--- src/rtl/clkdiv_pkg.sv ---
// Shared configuration type and legality check for the programmable clock divider.
package clkdiv_pkg;

  localparam int unsigned MaxWidth = 32;

  typedef struct packed {
    logic [MaxWidth-1:0] div;
    logic [MaxWidth-1:0] high;
  } clkdiv_cfg_t;

  // Builds a config from WIDTH-bit fields, dropping anything above the live width.
  function automatic clkdiv_cfg_t make_cfg(input int unsigned width,
                                           input logic [MaxWidth-1:0] div,
                                           input logic [MaxWidth-1:0] high);
    logic [MaxWidth-1:0] mask;
    clkdiv_cfg_t cfg;
    mask = (width >= MaxWidth) ? '1 : ((MaxWidth'(1) << width) - MaxWidth'(1));
    cfg.div  = div & mask;
    cfg.high = high & mask;
    return cfg;
  endfunction

  function automatic logic cfg_legal(input clkdiv_cfg_t cfg);
    return (cfg.div >= MaxWidth'(2)) && (cfg.high >= MaxWidth'(1)) &&
           (cfg.high <= cfg.div - MaxWidth'(1));
  endfunction

endpackage

--- src/rtl/clkdiv_cfg_slot.sv ---
// Configuration handshake: one pending slot, registered ready and error pulse.
module clkdiv_cfg_slot
  import clkdiv_pkg::*;
#(
  parameter int unsigned WIDTH = 16
) (
  input  logic             input_clk_digital,
  input  logic             reset,
  input  logic             cfg_valid,
  input  logic [WIDTH-1:0] cfg_div,
  input  logic [WIDTH-1:0] cfg_high,
  input  logic             take,
  output logic             cfg_ready,
  output logic             cfg_error,
  output logic             pending_full,
  output logic [WIDTH-1:0] pending_div,
  output logic [WIDTH-1:0] pending_high
);

  logic             full_q, full_d;
  logic             ready_q;
  logic             error_q;
  logic [WIDTH-1:0] div_q, high_q;
  logic             transfer, legal;
  clkdiv_cfg_t      offered;

  always_comb begin
    offered  = make_cfg(WIDTH, MaxWidth'(cfg_div), MaxWidth'(cfg_high));
    legal    = cfg_legal(offered);
    transfer = cfg_valid && ready_q;
    full_d   = full_q;
    if (take) full_d = 1'b0;
    if (transfer && legal) full_d = 1'b1;
  end

  always_ff @(posedge input_clk_digital) begin
    if (reset) begin
      full_q  <= 1'b0;
      ready_q <= 1'b0;
      error_q <= 1'b0;
      div_q   <= '0;
      high_q  <= '0;
    end else begin
      full_q  <= full_d;
      // Ready tracks the slot one cycle later, so it drops after a legal transfer.
      ready_q <= !full_d;
      error_q <= transfer && !legal;
      if (transfer && legal) begin
        div_q  <= cfg_div;
        high_q <= cfg_high;
      end
    end
  end

  assign cfg_ready    = ready_q;
  assign cfg_error    = error_q;
  assign pending_full = full_q;
  assign pending_div  = div_q;
  assign pending_high = high_q;

endmodule

--- src/rtl/prog_clock_divider.sv ---
// Programmable clock divider: period counter, registered divided clock and status pulses.
module prog_clock_divider
  import clkdiv_pkg::*;
#(
  parameter int unsigned WIDTH        = 16,
  parameter int unsigned DEFAULT_DIV  = 4,
  parameter int unsigned DEFAULT_HIGH = 2
) (
  input  logic             input_clk_digital,
  input  logic             reset,
  input  logic             enable,
  input  logic             cfg_valid,
  input  logic [WIDTH-1:0] cfg_div,
  input  logic [WIDTH-1:0] cfg_high,
  output logic             cfg_ready,
  output logic             output_clk_digital,
  output logic             tick,
  output logic             cfg_applied,
  output logic             cfg_error
);

  if (WIDTH < 2 || WIDTH > 32) begin : g_bad_width
    $error("prog_clock_divider: WIDTH must be in 2..32");
  end
  if (DEFAULT_DIV < 2 || DEFAULT_HIGH < 1 || DEFAULT_HIGH > DEFAULT_DIV - 1) begin : g_bad_default
    $error("prog_clock_divider: illegal DEFAULT_DIV/DEFAULT_HIGH");
  end
  if (longint'(DEFAULT_DIV) >= (longint'(1) << WIDTH)) begin : g_bad_fit
    $error("prog_clock_divider: DEFAULT_DIV does not fit in WIDTH");
  end

  localparam logic [WIDTH-1:0] DefDiv  = WIDTH'(DEFAULT_DIV);
  localparam logic [WIDTH-1:0] DefHigh = WIDTH'(DEFAULT_HIGH);

  logic [WIDTH-1:0] div_q, div_d, high_q, high_d, cnt_q, cnt_d;
  logic             clk_q, clk_d, tick_q, tick_d, applied_q, applied_d;
  logic             wrap, take, pend_full;
  logic [WIDTH-1:0] pend_div, pend_high;

  clkdiv_cfg_slot #(
    .WIDTH(WIDTH)
  ) u_slot (
    .input_clk_digital(input_clk_digital),
    .reset            (reset),
    .cfg_valid        (cfg_valid),
    .cfg_div          (cfg_div),
    .cfg_high         (cfg_high),
    .take             (take),
    .cfg_ready        (cfg_ready),
    .cfg_error        (cfg_error),
    .pending_full     (pend_full),
    .pending_div      (pend_div),
    .pending_high     (pend_high)
  );

  always_comb begin
    div_d     = div_q;
    high_d    = high_q;
    cnt_d     = cnt_q;
    take      = 1'b0;
    applied_d = 1'b0;
    tick_d    = 1'b0;
    clk_d     = 1'b0;
    wrap      = (cnt_q == div_q - WIDTH'(1));
    if (enable) begin
      if (wrap) begin
        cnt_d  = '0;
        tick_d = 1'b1;
        if (pend_full) begin
          take      = 1'b1;
          applied_d = 1'b1;
          div_d     = pend_div;
          high_d    = pend_high;
        end
      end else begin
        cnt_d = cnt_q + WIDTH'(1);
      end
      clk_d = (cnt_d < high_d);
    end else begin
      if (pend_full) begin
        take      = 1'b1;
        applied_d = 1'b1;
        div_d     = pend_div;
        high_d    = pend_high;
      end
      // Parking at div-1 makes the first enabled edge a wrap, giving a full first period.
      cnt_d = div_d - WIDTH'(1);
    end
  end

  always_ff @(posedge input_clk_digital) begin
    if (reset) begin
      div_q     <= DefDiv;
      high_q    <= DefHigh;
      cnt_q     <= DefDiv - WIDTH'(1);
      clk_q     <= 1'b0;
      tick_q    <= 1'b0;
      applied_q <= 1'b0;
    end else begin
      div_q     <= div_d;
      high_q    <= high_d;
      cnt_q     <= cnt_d;
      clk_q     <= clk_d;
      tick_q    <= tick_d;
      applied_q <= applied_d;
    end
  end

  assign output_clk_digital = clk_q;
  assign tick               = tick_q;
  assign cfg_applied        = applied_q;

endmodule

--- config.mk ---
export PLATFORM = sky130hd
export DESIGN_NAME = prog_clock_divider
export DESIGN_NICKNAME = d
export VERILOG_FILES = /design/src/rtl/clkdiv_pkg.sv /design/src/rtl/clkdiv_cfg_slot.sv /design/src/rtl/prog_clock_divider.sv
export SDC_FILE = /design/constraint.sdc
export NUM_CORES = 1
export LEC_CHECK = 0
export BUFFER_PORTS_ARGS = -buffer_cell sky130_fd_sc_hd__buf_2
export CAP_MARGIN = 20
export CORE_ASPECT_RATIO = 1.4
export CORE_MARGIN = 2
export CORE_UTILIZATION = 48
export DETAILED_ROUTE_END_ITERATION = 8
export PLACE_DENSITY = 0.66
export SETUP_SLACK_MARGIN = 0.1
export SYNTH_ARGS = -nofsm -noshare
export SYNTH_HDL_FRONTEND = slang
export SYNTH_SLANG_ARGS = --single-unit
--- constraint.sdc ---
create_clock -name input_clk_digital -period 9 [get_ports input_clk_digital]
set_clock_uncertainty 0.15 [all_clocks]
set_input_delay 0.9 -clock input_clk_digital [delete_from_list [all_inputs] [get_ports input_clk_digital]]
set_output_delay 0.9 -clock input_clk_digital [all_outputs]
set_load 0.01 [all_outputs]
==> impl_results.md, run 1 <==
* Total global-route track usage at 0.240
* Fillers at 1146
* DR pass1 iterations at 4
* Kind of critical path: flip-flop to flip-flop
* EDFF count, synth at 0
* Lkg Pwr at 2.41 nW
* Vias in the first global route at 4994
* Antenna violations before repair at 0
* Top FF cell, synth: dfxtp_1
* Vias per cell at 6.03
* Minimum hold slack at 0.331 ns
* Total I/O pin count at 41
* Post-Syn Area per Cell at 8.76 µm²
* DIE HEIGHT at 137 µm
* Post-synth ARST share at 0
* Max_slew headroom at 0.295
* Worst-skew pair later-pin latency at 0.35 ns
* CP Max Fanout at 15
* Mapped Nets at 762
* Outcome: finished, final reports clean
* #FFs+latches synth at 86
* First-pass GRT wire length at 25500 µm
* Number of cells after detailed placement at 839
* # resized after CTS at 0
* Die W at 98.9 µm
* DP Area at 0.00624 mm²
* Pwr/cell area at 159 mW/mm²
* Placer's final routability congestion estimate at 0.936
* Pin count of the biggest net entering global routing at 109
* Maximum root-to-sink buffer count at 2
* GRT overflow at 0
* Hold_buf cts at 0
* Postcts setup bufs at 0
* Clk root buf: clkbuf_16
* CP startpoint kind: flip-flop
* Reg area at 0.00172 mm²
* Antenna Cells at 0
* Ratio of cells with drive above 1 in the final layout at 0.101
* Util after Layout at 0.530
* Finished Layout Cells at 855
* Area Growth Syn to Fin at 7.90%
* Clk slew on worst S/H paths at 0.06 ns
* Buffers added on ports at 40
* Req. time, crit path at 9.13 ns
* Cell count after synthesis at 690
* Worst EP arrival at 5.24 ns
* H-tree depth at 3
* Hold Crit Class: flip-flop to flip-flop
* Num CTS Buffers at 9
* Routed vias at 5158
* DRC violations left at 0
* Post-synthesis cell type count at 64
* Multi-input logic area at 0.00404 mm²
* CP endpoint kind: flip-flop
* Synthesized area at 0.00605 mm²
* CORE AREA at 0.0123 mm²
* Die footprint at 0.0135 mm²
* Row cnt at 48
* Total Power at 1.04 mW
* DRT Wirelength at 16200 µm
* Initial core utilization at 0.491
* Clock tree from TritonCTS: built
* Synth top area share at 0.285
* Peak VDD IR at 90.3 µV
* TritonCTS Sinks at 86
* Final WS setup at 3.89 ns
* Synth Warn # at 0
* Area leader, netlist: dfxtp_1
* Max-cap violations at 0
* RSZ-0062 raised after global routing: false
* Dpl hpwl at 12600 µm
* Slew Viols, Final at 0
* Final Hold Vio Count at 0
* Setup TNS at 0 ns
* Slew @ Worst Pin at 1.06 ns
* Routed WL per cell at 18.9 µm
* Final worst path period need at 5.11 ns
* Routed Antenna Nets at 0
* Layout net count at 772
* Iteration-0 DRC Markers at 280
* Fmax at 196 MHz
* Sequential area share after synthesis at 0.285
* Place WS at 3.94 ns
* Dominant cells by area after synthesis: dfxtp_1 28%, mux2i_1 14%, nand2b_1 8.4%
* Period utilization at 0.567
* Final setup viols at 0
* Finished Cell Area at 0.00653 mm²
## cell type report
type	instances	area share
multi-input combinational	543	0.619
tap	150	0.0288
timing repair buffer	44	0.0353
clock inverter	7	0.00959
clock buffer	9	0.0345
sequential	86	0.264
inverter	16	0.00920
## power breakdown
| part | internal [mW] | switching (mW) |
|---|---|---|
| clock network | 0.193 | 0.167 |
| logic | 0.103 | 0.143 |
| registers | 0.401 | 0.0303 |
| total | 0.698 | 0.340 |
## routing by layer
metal | up-vias | GRT usage | wire, µm
met4 | 0 | 0.142 | 880
met2 | 154 | 0.427 | 8310
met3 | 60 | 0.0388 | 555
met5 | - | 0 | 0
li1 | 2521 | - | -
met1 | 2423 | 0.269 | 6420
## cells by family (layout without fill, tap and decap cells)
| group | Yosys count | after routing | share of synthesized area |
|---|---|---|---|
| AND/OR/NAND/NOR | 270 | 270 | 0.249 |
| buffers and inverters | 61 | 76 | 0.0484 |
| XOR/XNOR | 59 | 59 | 0.0855 |
| AO/OA/AOI/OAI | 95 | 95 | 0.120 |
| multiplexers | 83 | 83 | 0.137 |
| adder cells (fa/ha/maj) | 36 | 36 | 0.0745 |
| flip-flops | 86 | 86 | 0.285 |
## sequential cells by signal (all words and copies together), names as in the netlist
| signal | cells |
|---|---|
| output_clk_digital | 1 |
| u_slot.cfg_ready | 1 |
| high_q | 16 |
| tick | 1 |
| u_slot.cfg_error | 1 |
| cnt_q | 16 |
| u_slot.pending_full | 1 |
| u_slot.pending_high | 16 |
| cfg_applied | 1 |
| u_slot.pending_div | 16 |
| div_q | 16 |
## path summary, 6_finish.rpt
kind	from	endpoint	slack, ns	cells past startpoint
max	div_q[0]	output_clk_digital	3.89	17
max reg2reg	div_q[0]	output_clk_digital	3.89	17
min	high_q[5]	high_q[5]	0.33	2
min reg2reg	high_q[5]	high_q[5]	0.33	2
## worst max-delay path: stages (launching register included)
cell       delay [ns]
dfxtp_1          0.50
inv_1            0.08
ha_1             0.29
o21ba_2          0.25
a221o_1          0.34
a2111oi_0        0.59
nand3_1          0.14
a2111o_1         0.41
or2_1            0.56
mux2i_1          0.23
ha_1             0.35
a211oi_1         0.19
o21ai_0          0.12
a211oi_1         0.22
o2bb2ai_1        0.14
nor4_1           0.27
mux2i_1          0.12
o21ai_1          0.09
## cell usage in the layout (no fill, tap or decap), types with 5 or more instances in the layout
cell        n
o32ai_1    10
nand2_1    24
mux2i_1    83
nor2b_1     6
or4_1       5
nor3_1     33
a211oi_1   17
nand4_1    16
xor2_1     21
buf_2      40
clkbuf_16   9
a21oi_1     8
o21ai_0    12
o31ai_1     6
nand3_1    14
nor4_1     17
inv_1      15
dfxtp_1    86
or3_1       7
xnor2_1    38
nor2_1     46
ha_1       36
o21a_1      5
nand2b_1   81
## Yosys cell counts, types with 3 or more instances
| master | n |
|---|---|
| nand4_1 | 16 |
| nor2b_1 | 6 |
| a21oi_1 | 9 |
| o21a_1 | 5 |
| xor2_1 | 21 |
| buf_1 | 3 |
| nor4_1 | 17 |
| xnor2_1 | 38 |
| dfxtp_1 | 86 |
| o32ai_1 | 10 |
| nand3_1 | 14 |
| nor3_1 | 33 |
| nor3b_1 | 4 |
| o21ai_0 | 12 |
| o211ai_1 | 4 |
| buf_6 | 4 |
| a211o_1 | 3 |
| nor2_1 | 46 |
| buf_2 | 10 |
| inv_1 | 15 |
| mux2i_1 | 83 |
| or3_1 | 7 |
| a211oi_1 | 17 |
| clkbuf_1 | 25 |
| nand2b_1 | 81 |
| or4_1 | 5 |
| o2111ai_1 | 3 |
| ha_1 | 36 |
| nand2_1 | 24 |
| o31ai_1 | 6 |
| or2_2 | 3 |
Note: power is estimated with default switching activity, not from simulation.
==> inputs of run 2 (changes only) <==
- clock period: 9 -> 4.9 ns (I/O delays scaled with it)
==> impl_results.md, run 2 (same netlist as run 1, synthesis figures left out) <==
* Psw at 0.646 mW (was 0.340 mW)
* Vias per cell at 5.99 (was 6.03)
* Critical path depth at 17 (unchanged)
* CORE AREA at 0.0123 mm² (unchanged)
* Commonest non-fill, non-tap cells in the layout: 86 x dfxtp_1, 83 x mux2i_1, 81 x nand2b_1, 46 x nor2_1, 40 x buf_2 (unchanged)
* CP endpoint kind: flip-flop (unchanged)
* Number of cells after detailed placement at 848 (was 839)
* H-tree depth at 3 (unchanged)
* Hold depth at 3 (was 2)
* Minimum hold slack at 0.281 ns (was 0.331 ns)
* DR pass1 iterations at 5 (was 4)
* Hold Crit Class: input pin to flip-flop (was flip-flop to flip-flop)
* CP max stage delay at 0.53 ns (was 0.59 ns)
* Initial core utilization at 0.491 (unchanged)
* Clock tree from TritonCTS: built (unchanged)
* Die W at 98.9 µm (unchanged)
* DP Area at 0.00632 mm² (was 0.00624 mm²)
* RSZ-0062 raised after global routing: false (unchanged)
* Antenna Cells at 0 (unchanged)
* Critical path's top delay family: simple AND/OR/NAND/NOR gates (was compound AO/OA/AOI/OAI gates)
* Max_slew headroom at 0.585 (was 0.295)
* Antenna violations before repair at 0 (unchanged)
* Peak VDD IR at 180 µV (was 90.3 µV)
* Slew Viols, Final at 0 (unchanged)
* Pwr/cell area at 293 mW/mm² (was 159 mW/mm²)
* DRT Wirelength at 16400 µm (was 16200 µm)
* Buffers added on ports at 40 (unchanged)
* Worst flop-to-flop path startpoint: div_q[0] (unchanged)
* Req. time, crit path at 5.04 ns (was 9.13 ns)
* Routed WL per cell at 19.0 µm (was 18.9 µm)
* Area Growth Syn to Fin at 9.68% (was 7.90%)
* Hold path startpoint: cfg_div[11] (was high_q[5])
* DIE HEIGHT at 137 µm (unchanged)
* Leading cell type in the layout, fill and taps excluded: dfxtp_1 (unchanged)
* Max-cap violations at 0 (unchanged)
* Buf+Inv Stages, Crit Path at 1 (unchanged)
* Slew @ Worst Pin at 0.623 ns (was 1.06 ns)
* Setup TNS at 0 ns (unchanged)
* Iteration-0 DRC Markers at 301 (was 280)
* Fmax at 222 MHz (was 196 MHz)
* Ratio of cells with drive above 1 in the final layout at 0.119 (was 0.101)
* Util after Layout at 0.539 (was 0.530)
* Total I/O pin count at 41 (unchanged)
* Final Hold Vio Count at 0 (unchanged)
* Vias in the first global route at 5139 (was 4994)
* Postcts setup bufs at 0 (unchanged)
* Worst-skew pair later-pin latency at 0.35 ns (about the same)
* Final setup viols at 0 (unchanged)
* Finished Layout Cells at 864 (was 855)
* Final WS setup at 0.397 ns (was 3.89 ns)
* Maximum root-to-sink buffer count at 2 (unchanged)
* Clk root buf: clkbuf_16 (unchanged)
* Outcome: finished, final reports clean (unchanged)
* Pin count of the biggest net entering global routing at 75 (was 109)
* Die footprint at 0.0135 mm² (unchanged)
* Kind of critical path: flip-flop to flip-flop (unchanged)
* Period utilization at 0.919 (was 0.567)
* Routed vias at 5172 (was 5158)
* Final worst path period need at 4.50 ns (was 5.11 ns)
* Num CTS Buffers at 9 (unchanged)
* First-pass GRT wire length at 26200 µm (was 25500 µm)
* Finished Cell Area at 0.00663 mm² (was 0.00653 mm²)
* CP startpoint kind: flip-flop (unchanged)
* Total Power at 1.95 mW (was 1.04 mW)
* TritonCTS Sinks at 86 (unchanged)
* Placer's final routability congestion estimate at 0.967 (was 0.936)
* FF-to-FF path depth at 17 (unchanged)
* Clk slew on worst S/H paths at 0.07 ns (was 0.06 ns)
* Crit-path slowest cell: or4b_4 (was a2111oi_0)
* Dpl hpwl at 12900 µm (was 12600 µm)
* Worst-path cell chain: inv_1, ha_2, or4b_4, nor4_1, xnor2_1, o2111ai_1, a2111o_1, or2_4, mux2i_1, ha_1, a211oi_1, o21ai_0, a211oi_1, o2bb2ai_1, nor4_1, mux2i_1, o21ai_1 (was inv_1, ha_1, o21ba_2, a221o_1, a2111oi_0, nand3_1, a2111o_1, or2_1, mux2i_1, ha_1, a211oi_1, o21ai_0, a211oi_1, o2bb2ai_1, nor4_1, mux2i_1, o21ai_1)
* Fillers at 1138 (was 1146)
* Sw frac at 0.332 (was 0.328)
* Logic pwr share at 0.246 (was 0.237)
* Row cnt at 48 (unchanged)
* Sequential power share at 0.402 (was 0.416)
* Routed Antenna Nets at 0 (unchanged)
* DRC violations left at 0 (unchanged)
* Lkg Pwr at 2.47 nW (was 2.41 nW)
* Worst EP arrival at 4.64 ns (was 5.24 ns)
* Internal at 1.30 mW (was 0.698 mW)
* Clock share of power at 0.352 (was 0.347)
* CP Max Fanout at 14 (was 15)
* Setup crit start: div_q[0] (unchanged)
* Place WS at -0.137 ns (was 3.94 ns)
* GRT overflow at 0 (unchanged)
* Layout net count at 781 (was 772)
* Total global-route track usage at 0.247 (was 0.240)
## run 2: cell type report
type / count / area, µm² / area share
clock buffer: 9 / 225 / 0.0340
clock inverter: 7 / 68.8 / 0.0104
inverter: 16 / 60.1 / 0.00905
multi-input combinational: 543 / 4060 / 0.612
sequential: 86 / 1720 / 0.260
tap: 150 / 188 / 0.0283
timing repair buffer: 53 / 310 / 0.0468
## run 2: timing repair
action	4_1_cts	5_1_grt
gates resized for setup	3	4
hold buffers	0	0
setup endpoints to repair	1	1
## run 2: worst paths after layout
| check | end | slack, ns |
|---|---|---|
| min | u_slot.pending_div[11] | 0.28 |
| min reg2reg | high_q[10] | 0.33 |
| max | output_clk_digital | 0.40 |
| max reg2reg | output_clk_digital | 0.40 |
## run 2: worst min-delay path, delay by kind of cell
family	cells	cell delay, ns
simple gates	1	0.06
mux	1	0.06
buf+inv	1	0.12
## run 2: power groups by stage
stage | Sequential, mW | Combinational [mW] | Clock (mW)
finish | 0.783 | 0.479 | 0.685
global route | 0.787 | 0.524 | 0.721
CTS | 0.781 | 0.474 | 0.694
detailed placement | 0.798 | 0.468 | 0
global placement | 0.797 | 0.456 | 0
floorplan | 0.775 | 0.347 | 0
## run 2: per-layer routing
metal  up-vias  track usage  wire length, µm
met2       144        0.443             8290
met4         0        0.155             1000
li1       2548            -                -
met5         -            0                0
met1      2422        0.268             6580
met3        58       0.0393              530
==> inputs of run 3 (changes only) <==
- CORE_UTILIZATION: 48 -> 54
- PLACE_DENSITY: 0.66 -> 0.72
==> impl_results.md, run 3 (same netlist as run 1, synthesis figures left out) <==
* Outcome: finished, final reports clean (unchanged)
* Final Hold Vio Count at 0 (unchanged)
* Ratio of cells with drive above 1 in the final layout at 0.125 (was 0.119)
* Slew Viols, Final at 0 (unchanged)
* Vias per cell at 6.04 (was 5.99)
* Row cnt at 45 (was 48)
* Setup TNS at 0 ns (unchanged)
* Layout net count at 785 (was 781)
* CP startpoint kind: flip-flop (unchanged)
* Pwr/cell area at 301 mW/mm² (was 293 mW/mm²)
* H-tree depth at 3 (unchanged)
* First-pass GRT wire length at 26700 µm (was 26200 µm)
* Max-cap violations at 0 (unchanged)
* TritonCTS Sinks at 86 (unchanged)
* CORE AREA at 0.0109 mm² (was 0.0123 mm²)
* Die footprint at 0.0121 mm² (was 0.0135 mm²)
* Initial core utilization at 0.556 (was 0.491)
* Total global-route track usage at 0.284 (was 0.247)
* Req. time, crit path at 5.03 ns (was 5.04 ns)
* DRC violations left at 0 (unchanged)
* Finished Layout Cells at 859 (was 864)
* Commonest non-fill, non-tap cells in the layout: 85 x dfxtp_1, 83 x mux2i_1, 81 x nand2b_1, 46 x nor2_1, 40 x buf_2 (was 86 x dfxtp_1, 83 x mux2i_1, 81 x nand2b_1, 46 x nor2_1, 40 x buf_2)
* Vias in the first global route at 5246 (was 5139)
* Hold Crit Class: input pin to flip-flop (unchanged)
* Final setup viols at 0 (unchanged)
* Number of cells after detailed placement at 843 (was 848)
* Clk root buf: clkbuf_16 (unchanged)
* Antenna violations before repair at 0 (unchanged)
* Final worst path period need at 4.58 ns (was 4.50 ns)
* Hold depth at 3 (unchanged)
* Pin count of the biggest net entering global routing at 62 (was 75)
* Worst-skew pair later-pin latency at 0.35 ns (about the same)
* Die W at 93.4 µm (was 98.9 µm)
* Maximum root-to-sink buffer count at 2 (unchanged)
* Util after Layout at 0.614 (was 0.539)
* Postcts setup bufs at 0 (unchanged)
* Kind of critical path: flip-flop to flip-flop (unchanged)
* Total Power at 2.01 mW (was 1.95 mW)
* Slew @ Worst Pin at 0.703 ns (was 0.623 ns)
* Iteration-0 DRC Markers at 355 (was 301)
* Clk slew on worst S/H paths at 0.07 ns (about the same)
* FF-to-FF path depth at 18 (was 17)
* DP Area at 0.00632 mm² (about the same)
* Peak VDD IR at 203 µV (was 180 µV)
* RSZ-0062 raised after global routing: false (unchanged)
* Leading cell type in the layout, fill and taps excluded: dfxtp_1 (unchanged)
* Finished Cell Area at 0.00667 mm² (was 0.00663 mm²)
* Clock tree from TritonCTS: built (unchanged)
* Total I/O pin count at 41 (unchanged)
* Routed WL per cell at 19.3 µm (was 19.0 µm)
* DIE HEIGHT at 129 µm (was 137 µm)
* DR pass1 iterations at 4 (was 5)
* Routed Antenna Nets at 0 (unchanged)
* Routed vias at 5189 (was 5172)
* CP Max Fanout at 8 (was 14)
* Period utilization at 0.934 (was 0.919)
* Hold_buf cts at 0 (unchanged)
* Num CTS Buffers at 9 (unchanged)
* CP endpoint kind: flip-flop (unchanged)
* Worst EP arrival at 4.71 ns (was 4.64 ns)
* Antenna Cells at 0 (unchanged)
* DRT Wirelength at 16600 µm (was 16400 µm)
* Area Growth Syn to Fin at 10.3% (was 9.68%)
* Dpl hpwl at 12900 µm (about the same)
* Fmax at 219 MHz (was 222 MHz)
* Buffers added on ports at 40 (unchanged)
* Placer's final routability congestion estimate at 0.931 (was 0.967)
* Lkg Pwr at 2.50 nW (was 2.47 nW)
* GRT overflow at 0 (unchanged)
* Max_slew headroom at 0.531 (was 0.585)
## run 3: cell count changes in the layout (fill, tap and decap cells not counted), moves of 2 or more
cell / delta
bufinv_16: +2
inv_8: -2
inv_6: -3
buf_4: +5
clkinv_2: +2
## run 3: layout make-up
type	instances	area (µm²)
clock buffer	9	225
clock inverter	7	97.6
fill	949	4190
inverter	16	60.1
multi-input combinational	543	4060
sequential	86	1720
tap	141	176
timing repair buffer	57	328
## run 3: what timing repair did
item                                    4_1_cts  5_1_grt
cloned                                        0        0
endpoints found under the setup margin        1        1
pin swaps                                     0        0
gates resized for setup                       2        5
hold endpoints to repair                      0        0
## run 3: final timing paths
path,from,to,slack [ns]
max,div_q[1],output_clk_digital,0.32
min,cfg_div[7],u_slot.pending_div[7],0.28
max reg2reg,div_q[1],output_clk_digital,0.32
min reg2reg,high_q[9],high_q[9],0.33
## run 3: routing by layer
layer | GRT usage | vias to the layer above | wire, µm
met5 | 0 | - | 0
met4 | 0.180 | 0 | 1010
met3 | 0.0390 | 54 | 560
met2 | 0.502 | 146 | 8490
met1 | 0.319 | 2444 | 6540
li1 | - | 2545 | -
## run 3: power breakdown
group          switching (mW)  internal [mW]
clock                   0.295          0.449
combinational           0.278          0.199
sequential             0.0475          0.737
## run 3: critical path, cell delays in order, from the launching register on
cell	delay (ns)
dfxtp_2	0.35
inv_1	0.06
ha_1	0.27
or4b_4	0.54
nor4_2	0.26
xnor2_1	0.20
o2111ai_1	0.19
a2111o_1	0.42
or2_4	0.30
buf_4	0.18
mux2i_1	0.18
ha_1	0.27
a21oi_1	0.15
a2bb2oi_1	0.20
o211ai_1	0.12
o2bb2ai_1	0.19
nor4_2	0.25
mux2i_1	0.12
o21ai_1	0.09
## run 3: metrics by stage
stage               hold slack [ns]  setup WS [ns]
detailed placement            0.322        -0.0398
floorplan                     0.298          0.529
finish                        0.282          0.323
CTS                           0.278          0.109
global placement              0.311          0.231
global route                  0.296          0.100
